**config.mk**
```make
export PLATFORM = sky130hd
export DESIGN_NAME = key_gesture
export DESIGN_NICKNAME = d
export VERILOG_FILES = /design/src/rtl/key_pkg.sv /design/src/rtl/key_edge.sv /design/src/rtl/key_gesture.sv
export SDC_FILE = /design/constraint.sdc
export NUM_CORES = 1
export LEC_CHECK = 0
export CORE_MARGIN = 8
export CORE_UTILIZATION = 50
export CTS_BUF_LIST = sky130_fd_sc_hd__clkbuf_4
export DETAILED_ROUTE_END_ITERATION = 6
export DONT_BUFFER_PORTS = 1
export PLACE_DENSITY_LB_ADDON = 0.08
export SLEW_MARGIN = 40
export SYNTH_ARGS = -nofsm -noshare
export SYNTH_HDL_FRONTEND = slang
export SYNTH_SLANG_ARGS = --single-unit
```
**constraint.sdc**
```tcl
create_clock -name clk -period 2 [get_ports clk]
set_input_delay 0.4 -clock clk [delete_from_list [all_inputs] [get_ports clk]]
set_output_delay 0.4 -clock clk [all_outputs]
set_load 0.02 [all_outputs]
```
**src/rtl/key_pkg.sv**
```systemverilog
// Shared state encoding and default 50 MHz timing for the key gesture path.
package key_pkg;

    localparam int unsigned CNT_W = 30;

    localparam logic [CNT_W-1:0] LONG_CYC   = 30'd50_000_000;
    localparam logic [CNT_W-1:0] DBL_CYC    = 30'd15_000_000;
    localparam logic [CNT_W-1:0] REPEAT_CYC = 30'd5_000_000;

    typedef enum logic [2:0] {
        IDLE      = 3'd0,
        PRESS1    = 3'd1,
        WAIT2     = 3'd2,
        PRESS2    = 3'd3,
        LONG_HOLD = 3'd4
    } state_e;

endpackage

```
**src/rtl/key_edge.sv**
```systemverilog
// Registers the debounced key level and flags its falling (press) and rising (release) edges.
module key_edge (
    input  logic clk,
    input  logic rst,
    input  logic key_lvl,
    output logic key_r,
    output logic fall,
    output logic rise
);

    logic r_key;

    // Reset to "released" so a key held through reset is seen as a fresh press.
    always_ff @(posedge clk or posedge rst) begin
        if (rst) begin
            r_key <= 1'b1;
        end else begin
            r_key <= key_lvl;
        end
    end

    assign key_r = r_key;
    assign fall  = r_key & ~key_lvl;
    assign rise  = ~r_key & key_lvl;

endmodule

```
**src/rtl/key_gesture.sv**
```systemverilog
// Classifies debounced key activity into short, long, double-click and auto-repeat pulses.
module key_gesture #(
    parameter int unsigned      CNT_W      = key_pkg::CNT_W,
    parameter logic [CNT_W-1:0] LONG_CYC   = key_pkg::LONG_CYC,
    parameter logic [CNT_W-1:0] DBL_CYC    = key_pkg::DBL_CYC,
    parameter logic [CNT_W-1:0] REPEAT_CYC = key_pkg::REPEAT_CYC
) (
    input  logic clk,
    input  logic rst,
    input  logic key_lvl,
    output logic pressed,
    output logic short_pulse,
    output logic long_pulse,
    output logic double_pulse,
    output logic repeat_pulse
);

    import key_pkg::*;

    localparam logic [CNT_W-1:0] LONG_LAST = LONG_CYC - CNT_W'(1);
    localparam logic [CNT_W-1:0] DBL_LAST  = DBL_CYC - CNT_W'(1);
    localparam logic [CNT_W-1:0] REP_LAST  = REPEAT_CYC - CNT_W'(1);
    localparam logic [CNT_W-1:0] CNT_MAX   = '1;

    logic             w_key_r;
    logic             w_fall;
    logic             w_rise;
    state_e           r_state;
    state_e           w_state_nxt;
    logic [CNT_W-1:0] r_cnt;
    logic             w_cnt_clr;
    logic             w_short_nxt;
    logic             w_long_nxt;
    logic             w_dbl_nxt;
    logic             w_rep_nxt;
    logic             r_short;
    logic             r_long;
    logic             r_dbl;
    logic             r_rep;

    key_edge u_key_edge (
        .clk     (clk),
        .rst     (rst),
        .key_lvl (key_lvl),
        .key_r   (w_key_r),
        .fall    (w_fall),
        .rise    (w_rise)
    );

    // Edge events take priority over coincident timeouts in every state.
    always_comb begin
        w_state_nxt = r_state;
        w_cnt_clr   = 1'b0;
        w_short_nxt = 1'b0;
        w_long_nxt  = 1'b0;
        w_dbl_nxt   = 1'b0;
        w_rep_nxt   = 1'b0;
        case (r_state)
            IDLE: begin
                if (w_fall) w_state_nxt = PRESS1;
            end
            PRESS1: begin
                if (w_rise) begin
                    w_state_nxt = WAIT2;
                end else if (r_cnt == LONG_LAST) begin
                    w_long_nxt  = 1'b1;
                    w_state_nxt = LONG_HOLD;
                end
            end
            WAIT2: begin
                if (w_fall) begin
                    w_dbl_nxt   = 1'b1;
                    w_state_nxt = PRESS2;
                end else if (r_cnt == DBL_LAST) begin
                    w_short_nxt = 1'b1;
                    w_state_nxt = IDLE;
                end
            end
            PRESS2: begin
                if (w_rise) w_state_nxt = IDLE;
            end
            LONG_HOLD: begin
                if (w_rise) begin
                    w_state_nxt = IDLE;
                end else if (r_cnt == REP_LAST) begin
                    w_rep_nxt = 1'b1;
                    w_cnt_clr = 1'b1;
                end
            end
            default: w_state_nxt = IDLE;
        endcase
        if (w_state_nxt != r_state) w_cnt_clr = 1'b1;
    end

    always_ff @(posedge clk or posedge rst) begin
        if (rst) begin
            r_state <= IDLE;
            r_cnt   <= '0;
            r_short <= 1'b0;
            r_long  <= 1'b0;
            r_dbl   <= 1'b0;
            r_rep   <= 1'b0;
        end else begin
            r_state <= w_state_nxt;
            // Saturate in states without a timeout so an idle counter never wraps.
            if (w_cnt_clr) begin
                r_cnt <= '0;
            end else if (r_cnt != CNT_MAX) begin
                r_cnt <= r_cnt + CNT_W'(1);
            end
            r_short <= w_short_nxt;
            r_long  <= w_long_nxt;
            r_dbl   <= w_dbl_nxt;
            r_rep   <= w_rep_nxt;
        end
    end

    assign pressed      = ~w_key_r;
    assign short_pulse  = r_short;
    assign long_pulse   = r_long;
    assign double_pulse = r_dbl;
    assign repeat_pulse = r_rep;

endmodule
```
# After elaboration in Yosys (flattened, before gate mapping)
# Cells that the tools add are included.
# classes
muxes	21
bitwise	4
addsub	1
n_eq_ne	9
reduce_logical	3
# op_table
op	count
30-bit two-way mux	2
30-bit by 1-bit adder with 30-bit output (second input constant)	1
30-bit by 23-bit equality test with 1-bit output (second input constant)	1
30-bit by 24-bit equality test with 1-bit output (second input constant)	1
30-bit by 26-bit equality test with 1-bit output (second input constant)	1
30-bit inequality test (second input constant)	1
3-bit two-way mux	6
1-bit two-way mux	12
3-bit case mux with 4 select lines	1
3-bit by 2-bit equality test with 1-bit output (second input constant)	2
3-bit by 1-bit equality test with 1-bit output (second input constant)	1
3-bit equality test (second input constant)	1
3-bit zero test	1
3-bit inequality test	1
1-bit bitwise AND	2
1-bit inverter	2
2-bit nonzero test	1
2-bit OR reduction	1
# word_totals
out_inout_bits	5
input_bits	3
word_cells	45
ff_bits	38

# Longest topological paths before layout
# logic_depth
ltp_word	7
ltp_mapped	9
depth_no_buf	6

# Cells and area by module
# Synthesis repeated with hierarchy kept, for this count alone.
# hier_totals
cells_unflattened	244
hier_area_um2	2217.1
# by_module_without_submodules
mod	area_each_um2	seq_area_each_um2	instances	cells_per_inst
key_gesture	2172.1	925.9	1	240
key_edge	45.0	26.3	1	4

# Worst setup path before layout
# Ideal clock, no wire load.
# synth_path
path_kind	reg2reg
from	reg r_cnt[0]
to	reg r_cnt[29]
stages_incl_launch_ff	8
synth_period_minus_slack_ns	1.958
t_required_ns	1.913
setup_time_ns	0.087
path_buffers	1
path_slack_ns	0.042
t_arrival_ns	1.871
path_cell_list	dfrtp_1 ha_1 and3_1 nand3_1 nor3_2 clkbuf_1 or4_1 a211oi_2
# synth_via
elab_chain_cells	7
elab_cells_between_ends	18
cone_classes	add/sub (1); eq/ne (5); mux (11); reduce/logical (1)
# synth_rtl
element	line_no	source
start, declared	key_gesture.sv:30	logic [CNT_W-1:0] r_cnt;
start signal, assigned	key_gesture.sv:109	r_cnt <= r_cnt + CNT_W'(1);
30-bit by 24-bit equality test with 1-bit output or 30-bit by 26-bit equality test with 1-bit output (tied branches)	key_gesture.sv:74, key_gesture.sv:65	
3-bit two-way mux, on equally long branches	key_gesture.sv:74, key_gesture.sv:65	
3-bit two-way mux, on equally long branches	key_gesture.sv:71, key_gesture.sv:63	
3-bit case mux with 4 select lines	key_gesture.sv:58	case (r_state)
3-bit inequality test	key_gesture.sv:92	if (w_state_nxt != r_state) w_cnt_clr = 1'b1;
1-bit two-way mux	key_gesture.sv:92	
30-bit two-way mux or 2-bit nonzero test (tied branches)	-	
# Several ways; a longest one is shown, not always the timed one. The select of a mux whose other input is x is not followed.
# A chain may end at the register's enable or synchronous reset.

# Final worst setup path
# layout_path
from	reg r_cnt[27]
to	reg r_cnt[27]
# The elaborated chain is that of the path after synthesis.

==> impl_metrics.yaml <==
die:
  top_level_ports: 8
  die-area_mm2: 0.00716
  die-height_um: 84.6
  die_w_um: 84.6
  coreArea_mm2: 0.00463
  num_rows: 25
  start_util_pct: 50.8
synthesis:
  synth_edf_count: 0
  synth_fa_ha_area_share_pct: 0.532
  avgSynthCellArea_um2: 9.61
  yosys.area_share.simple_pct: 32.9
  synth_cell_types: 49
  synth_area_leaders: "dfrtp_1 39%, a211oi_1 4.5%, nor3_1 3.8%"
  yosys_warnings: 0
  synth_most_common_cell: "dfrtp_1"
  synth_flop_cell: "dfrtp_1"
  synth_seq_cells: 38
  ys_seq_area_share_pct: 40.5
  synth_xor_area_share_pct: 4.47
  synth_top_family_by_area: "simple AND/OR/NAND/NOR gates"
  synth_top_area_cell: "dfrtp_1"
  synth-compound-area-share_pct: 14.7
  netlist.area_leader.share_pct: 39.3
  synth.area.mux_share_pct: 1.28
  syn_nets: 249
  ys_top_cells_by_count: "37 x dfrtp_1, 18 x nor3_1, 16 x nand2_1"
  synthArstFlopShare_pct: 100
  synthCells: 245
  syn_area_mm2: 0.00235
detailed_routing:
  vias_per_cell: 6.26
  first_pass_iters: 5
  antenna_left: 0
  route.detailed.drc: 0
  vias: 2184
  drt-initial-drc-count: 195
  wl_per_cell_um: 17.8
  wl_um: 6210
power:
  irDropWorstVdd_uv: 308
  finalPower_mw: 1.61
  cellPowerDensity_mw_per_mm2: 547
  leakage_nw: 1.23
cts:
  cts_max_level: 2
  insertion_delay_ps: 340
  numCtsBuffers: 5
  cts_tree: "done"
  postCtsHoldBufs: 0
  clock_sinks: 38
  clockRootBuffer: "clkbuf_4"
  cts_max_path_buffers: 2
  clk_pin_slew_worst_paths_ps: 120
worst_setup_path:
  worst-path-max-fanout: 9
  cp.arrival_ps: 2250
  critPathKind: "flip-flop to flip-flop"
  crit_required_ps: 2210
  end_kind: "flip-flop"
  critPathLaunchType: "flip-flop"
run:
  cap_viol_max_count: 0
timing:
  slew_violations: 0
  period_share_pct: 102
  setup_ws_ps: -38.7
  worstMarginPinSlew_ps: 486
  period_needed_ps: 2040
  rsz0062_at_grt: "true"
  setup_viol: 22
  hold_slack_ps: 49.5
  setup_tns_ps: -343
  max_freq_ghz: 0.491
  relSlewSlack_pct: 67.6
  skew_ps: 10.9
  hold_violations: 0
finish:
  layout.nets: 298
  antennaDiodeCount: 0
  drive_above_1_share_pct: 33.6
  utilization_pct: 63.4
  layoutNonFillerInstCount: 349
  area.growth.synth_to_final_pct: 24.8
run_status:
  failed_checks: "setup timing"
  outcome: "finished with violations"
global_routing:
  track_usage_pct: 17.3
  first_global_vias: 2148
  grt_max_degree: 39
  antenna_found_initial: 0
  grt_pass1_wl_um: 10100
  gr-total-overflow: 0
hold_path:
  hp-class: "input port to async pin"
placement:
  dp_hpwl_um: 4330
  numPortBuffers: 0
  dp.cells: 332
  gp_congestion: 0.863
-- per-layer routing --
layer  global-route usage [%]  vias to the layer above  wire (µm)
li1                         -                     1032          -
met1                     22.1                     1084       2760
met2                     28.0                       60       3070
met3                     3.51                        8        292
met4                     6.47                        0         86
met5                        0                        -          0
-- repair_timing --
action,4_1_cts,5_1_grt
setup endpoints to repair,30,30
pin swaps,3,5
cloned,1,2
setup buffers,5,1
resized for setup,11,21
-- state kept, by name (all words and copies together), names as in the netlist --
register	flops
r_cnt	30
r_state	3
double_pulse	1
long_pulse	1
repeat_pulse	1
short_pulse	1
u_key_edge.key_r	1
-- path summary, 6_finish.rpt --
kind	from	to	slack, ps	cells past startpoint
hold reg to reg	r_state[2]	r_state[1]	570	1
min in group clk	key_lvl	u_key_edge.key_r	50	0
max in group asynchronous	rst	u_key_edge.key_r	1580	2
hold / removal	rst	r_cnt[5]	50	2
setup reg to reg	r_cnt[27]	r_cnt[27]	-40	6
setup / recovery	r_cnt[27]	r_cnt[27]	-40	6
-- through the flow --
stage / instance area [µm²] / setup WS [ps]
finish: 2940 / -38.7
detailed placement: 2690 / -155
floorplan: 2350 / 41.9
global placement: 2690 / -118
global route: 2940 / -86.9
CTS: 2830 / -11.6
-- kinds of logic (layout without fill, tap and decap cells) --
kind of cell	count (synthesis)	after routing
flops	38	38
simple gates	122	122
mux	3	3
xor+xnor	12	12
buf+inv	22	72
compound gates	47	47
fa+ha+maj	1	1
-- where the power goes --
group / internal, mW / total, mW / leakage, nW / switching [mW]
logic: 0.124 / 0.287 / 0.676 / 0.163
clock network: 0.181 / 0.427 / 0.0368 / 0.246
registers: 0.823 / 0.894 / 0.515 / 0.0706
total: 1.13 / 1.61 / 1.23 / 0.479
-- layout by cell type (no fill, tap or decap), types with 9 or more instances in the layout --
master	netlist	final
a211oi_1	14	11
nor3_1	18	18
nor2_1	13	13
or3_1	10	10
o21ai_0	11	11
nand2_1	16	16
dfrtp_1	37	35
xnor2_1	9	9
buf_4	2	53
-- layout make-up --
type / instances / area, µm²
inverter: 4 / 15.0
tap: 54 / 67.6
fill: 381 / 1690
clock buffer: 8 / 60.1
multi-input combinational: 185 / 1360
sequential: 38 / 955
timing repair buffer: 60 / 480
-- worst max-delay path: stages, from the launching register on --
cell and delay (ps):
dfrtp_1 410, or4_4 570, nor4_4 190, nand4_1 220, o21ai_4 280, buf_6 190, a211oi_2 60
Power figures use the tool's default switching activity.
